File: config.mk
export PLATFORM = sky130hd
export DESIGN_NAME = seven_segment_scan
export DESIGN_NICKNAME = d
export VERILOG_FILES = /design/src/rtl/seven_segment_pkg.sv /design/src/rtl/seven_segment_decode.sv /design/src/rtl/seven_segment_scan.sv
export SDC_FILE = /design/constraint.sdc
export NUM_CORES = 1
export LEC_CHECK = 0
export ABC_AREA = 1
export CORE_MARGIN = 2
export CORE_UTILIZATION = 56
export DETAILED_ROUTE_END_ITERATION = 8
export GPL_ROUTABILITY_DRIVEN = 0
export PLACE_DENSITY = 0.79
export SYNTH_ARGS = -nofsm -noshare
export SYNTH_HDL_FRONTEND = slang
export SYNTH_SLANG_ARGS = --single-unit
File: constraint.sdc
create_clock -name i_Clk -period 4.7 [get_ports i_Clk]
set_clock_uncertainty 0.05 [all_clocks]
set_input_delay 0.705 -clock i_Clk [delete_from_list [all_inputs] [get_ports i_Clk]]
set_output_delay 0.705 -clock i_Clk [all_outputs]
set_load 0.02 [all_outputs]
File: src/rtl/seven_segment_pkg.sv
// Shared seven-segment definitions: digit code type, active-low glyph table
// (bit 6 = segment A, 0 = lit) and the all-segments-off pattern.
package seven_segment_pkg;

  typedef logic [3:0] digit_code_t;

  localparam logic [6:0] SEG_OFF = 7'b1111111;

  localparam logic [6:0] GLYPH [16] = '{
    7'b0000001, 7'b1001111, 7'b0010010, 7'b0000110,
    7'b1001100, 7'b0100100, 7'b0100000, 7'b0001111,
    7'b0000000, 7'b0001100, 7'b0001000, 7'b1100000,
    7'b0110001, 7'b1000010, 7'b0110000, 7'b0111000
  };

endpackage

File: src/rtl/seven_segment_decode.sv
// Combinational hex code to active-low seven-segment glyph lookup.
module seven_segment_decode
  import seven_segment_pkg::*;
(
  input  digit_code_t i_Code,
  output logic [6:0]  o_Segment
);

  assign o_Segment = GLYPH[i_Code];

endmodule

File: src/rtl/seven_segment_scan.sv
// Time-multiplexed N-digit common-anode driver with frame-synchronous double buffering.
// Optional leading-zero blanking: define SEVEN_SEGMENT_LZ_BLANK_EN.
module seven_segment_scan
  import seven_segment_pkg::*;
#(
  parameter int NUM_DIGITS  = 4,
  parameter int REFRESH_DIV = 25000
) (
  input  logic                    i_Clk,
  input  logic                    i_Rst_L,
  input  logic                    i_Load,
  input  logic [4*NUM_DIGITS-1:0] i_Digits,
  output logic [6:0]              o_Segment,
  output logic [NUM_DIGITS-1:0]   o_Digit_En_L,
  output logic                    o_Frame
);

  localparam int PW = $clog2(REFRESH_DIV);
  localparam int IW = (NUM_DIGITS > 1) ? $clog2(NUM_DIGITS) : 1;
  localparam logic [PW-1:0] PRESC_MAX = PW'(REFRESH_DIV - 1);
  localparam logic [IW-1:0] IDX_MAX   = IW'(NUM_DIGITS - 1);

  logic [PW-1:0]           presc;
  logic [IW-1:0]           idx;
  logic [4*NUM_DIGITS-1:0] display;
  logic [4*NUM_DIGITS-1:0] pending;
  logic                    pend_flag;

  logic                    tc;
  logic                    wrap;
  digit_code_t             cur_code;
  logic [6:0]              glyph;
  logic                    blank;
  logic [NUM_DIGITS-1:0]   en_next;

  assign tc       = (presc == PRESC_MAX);
  assign wrap     = tc && (idx == IDX_MAX);
  assign cur_code = display[4*idx +: 4];
  assign en_next  = ~(NUM_DIGITS'(1) << idx);

`ifdef SEVEN_SEGMENT_LZ_BLANK_EN
  // Blank when this digit and every digit above it are zero; digit 0 always shows.
  assign blank = (idx != '0) && ((display >> (4*idx)) == '0);
`else
  assign blank = 1'b0;
`endif

  seven_segment_decode u_decode (
    .i_Code    (cur_code),
    .o_Segment (glyph)
  );

  always_ff @(posedge i_Clk or negedge i_Rst_L) begin
    if (!i_Rst_L) begin
      presc        <= '0;
      idx          <= '0;
      display      <= '0;
      pending      <= '0;
      pend_flag    <= 1'b0;
      o_Segment    <= SEG_OFF;
      o_Digit_En_L <= '1;
      o_Frame      <= 1'b0;
    end else begin
      presc <= tc ? '0 : presc + 1'b1;
      if (tc) idx <= wrap ? '0 : idx + 1'b1;
      o_Frame <= wrap;
      if (wrap && pend_flag) begin
        display   <= pending;
        pend_flag <= 1'b0;
      end
      // A load on the boundary edge wins over the flag clear and lands in pending.
      if (i_Load) begin
        pending   <= i_Digits;
        pend_flag <= 1'b1;
      end
      o_Segment    <= blank ? SEG_OFF : glyph;
      o_Digit_En_L <= en_next;
    end
  end

endmodule

==> metrics.md <==
| Metric | Value |
|---|---|
| Non-filler instance count after layout | `~500` |
| CP peak stage delay | `0.59 ns` |
| Yosys warning count | `0` |
| Mux cell area share after synthesis | `0%` |
| Wire length reported by the detailed router | `5940 um` |
| Post-cts gate resize count | `0` |
| Largest family of logic cells by synthesized area | `simple AND/OR/NAND/NOR gates` |
| RSZ-0062 raised after global routing | `no` |
| Number of clock buffers inserted by TritonCTS | `9` |
| Number of clock sinks | `slightly above 60` |
| Netlist area before placement | `~3100 sq um` |
| XOR/XNOR share of the synthesized area | `0.839%` |
| Max Fclk | `approximately 460 MHz` |
| Per-cell routed wire length | `12.0 um` |
| Vias in the first global route | `~2300` |
| Hold crit path type | `flip-flop to flip-flop` |
| Number of nets in the synthesized netlist | `415` |
| Buffer levels on the longest clock path | `2` |
| Antenna violations before repair | `0` |
| Power per Cell Area | `approximately 330 nW/um^2` |
| Measured slew at the worst slew-check pin | `approximately 0.75 ns` |
| Worst-skew pair later-pin latency | `~0.34 ns` |
| Top cell type by total area after synthesis | `sky130_fd_sc_hd__dfrtp_1` |
| Clock H-tree levels | `3` |
| Detailed router's first-iteration violation count | `119` |
| Grt total ovfl | `0` |
| Maximum number of pins on one net before global-route repair | `63` |
| Die outline height | `between 70 and 80 um` |
| Final Cell Area | `~3700 sq um` |
| Run status | `completed` |
| Mean instance size in the synthesized netlist | `a little over 8 sq um` |
| Placed instance area | `~3400 sq um` |
| Maximum VDD drop | `0.000238 V` |
| Starting density of the core | `a little under three fifths` |
| Leakage power figure | `about 1.9 nW` |
| Series of cell instances along the critical path | `clkdlybuf4s50_1` |
| Worst Path Class, Setup | `flip-flop to output pin` |
| Number of enable flip-flop cells after synthesis | `0` |
| Setup TNS | `0 ns` |
| Cells after Synth | `between 300 and 400` |
| Setup slack after layout | `around 2.5 ns` |
| Worst Hold Margin | `~0.42 ns` |
| Cell at the slowest stage of the critical path | `sky130_fd_sc_hd__clkdlybuf4s50_1` |
| Share of post-route cells with drive strength above 1 | `between 10 and 15%` |
| Min Tclk post-route | `2.20 ns` |
| Largest driver fanout on the critical path | `1` |
| Diodes inserted | `0` |
| Cell count after placement | `between 400 and 500` |
| Number of hold-slack violations in the final timing report | `0` |
| Routed via count divided by cell count | `slightly above 5` |
| # Max-Cap Violations | `0` |
| Data arrival time of the critical path | `between 1 and 1.5 ns` |
| Count of unresolved DRC violations after routing | `0` |
| Pre-CTS setup slack | `2.27 ns` |
| I/O Buffers | `30` |
| Die area | `between 6000 and 7000 sq um` |
| Largest delay share family, worst path | `buffers and inverters` |
| Fraction of the mapped netlist area in simple logic gates | `between 30% and 40%` |
| Final core utilization | `approximately two thirds` |
| Synthesized-area fraction occupied by ao, oa, aoi and oai cells | `under 10%` |
| Number of buffer and inverter stages on the critical path | `1` |
| Number of nets with antenna violations after routing | `0` |
| Final Power | `~1.2 mW` |
| Horizontal extent of the die | `around 79 um` |
| Dominant register cell in the synthesized netlist | `sky130_fd_sc_hd__dfrtp_1` |
| TritonCTS clock tree | `done` |
| Biggest area contributors in the synthesized netlist | `sky130_fd_sc_hd__dfrtp_1 41%, sky130_fd_sc_hd__nand2_1 19%, sky130_fd_sc_hd__dfstp_2 9.2%` |
| FF+latch count, synth | `62` |
| I/O Pins | `31` |
| Area Overhead vs Synth | `19.0%` |
| Crit start category | `flip-flop` |
| Post-Synth Adder-Cell Area | `4.39%` |
| Net total in the final layout | `446` |
| Slew headroom | `between 40% and 50%` |
| Drt pass-1 iters | `4` |
| Fraction of the yosys area taken by sequential cells | `between 40% and 50%` |
| Max Transition Viols Final | `0` |
| Clock transition time at the flip-flop clock pins of the worst setup and hold paths | `around 0.070 ns` |
| First-pass GRT wire length | `around 10000 um` |
| Clock root buffer | `sky130_fd_sc_hd__clkbuf_8` |
| Tcrit/Tclk final | `between 40% and 50%` |
| Count of standard-cell rows | `27` |
| Synth top cells by count | `155 x sky130_fd_sc_hd__nand2_1, 51 x sky130_fd_sc_hd__dfrtp_1, 27 x sky130_fd_sc_hd__nor2_1` |
| Post-synthesis async set-or-reset flop share | `100%` |
| HPWL reported at the end of detailed placement | `between 3000 and 4000 um` |
| Critical path endpoint category | `output pin` |
| Most repeated cell in the gate-level netlist after synthesis | `sky130_fd_sc_hd__nand2_1` |
| Setup violators final | `0` |
| Post-synth top area share | `between 40 and 50%` |
| Tot GR Track Use | `about 22%` |
| Hold buffer count at cts | `0` |
| Via Count | `2504` |
| Number of different library cells in the post-synthesis netlist | `28` |
| Worst EP required | `between 3 and 4 ns` |
| Post-CTS setup buffer count | `0` |
| Area of the placeable core | `5440 sq um` |
-- report_power, final --
part,internal [mW],switching [mW]
sequential,0.546,0.00722
clock,0.436,0.210
combinational,0.0185,0.0213
total,1.00,0.238
-- cell families after synthesis --
logic type | Yosys count
DFF | 62
AOI/OAI and AO/OA | 13
xor gates and xnor gates | 3
adders and majority gates | 11
buffers and inverters | 48
and+or+nand+nor | 248
-- cell type report --
| class | count | area [sq um] |
|---|---|---|
| Fill cell | 442 | 1710 |
| Sequential cell | 62 | 1570 |
| Timing Repair Buffer | 31 | 303 |
| Multi-Input combinational cell | 275 | 1340 |
| Tap cell | 72 | 90.1 |
| Inverter | 37 | 149 |
| Clock buffer | 11 | 151 |
| Clock inverter | 5 | 129 |
-- final timing paths --
path	startpoint	end	slack, ns	cells past startpoint
max in group asynchronous	i_Rst_L	pending[14]$_DFFE_PN0P_	3.65	2
min in group asynchronous	i_Rst_L	presc[9]$_DFF_PN0_	0.45	2
worst min-delay path	display[4]$_DFFE_PN0P_	display[4]$_DFFE_PN0P_	0.42	2
worst max-delay path	o_Digit_En_L[3]$_DFF_PN1_	o_Digit_En_L[3]	2.50	1
worst max register to register	idx[0]$_DFFE_PN0N_	display[9]$_DFFE_PN0P_	2.60	4
worst min register to register	display[4]$_DFFE_PN0P_	display[4]$_DFFE_PN0P_	0.42	2
-- flip-flops by register name (all words and copies together), names as in the netlist --
register	count
pending	16
idx	2
presc	15
o_Segment	7
o_Digit_En_L	4
pend_flag	1
display	16
o_Frame	1
-- layout by cell type (no fill, tap or decap), drive strengths merged --
cell	n
nand2	159
bufinv	4
a21oi	3
nand3	24
dfstp	11
ha	11
nor2	32
clkbuf	11
o21ai	10
buf	2
nor3	6
or2	1
dfrtp	51
and2	1
clkinv	3
nand4	25
xor2	3
clkdlybuf4s50	29
inv	35
-- layer usage --
layer | track usage [%] | share of wire [%]
met5 | 0 | 0
met4 | 11.2 | 1.5
met2 | 32.8 | 48
met1 | 28.7 | 46
met3 | 6.14 | 5.3
Power figures use the tool's default switching activity.
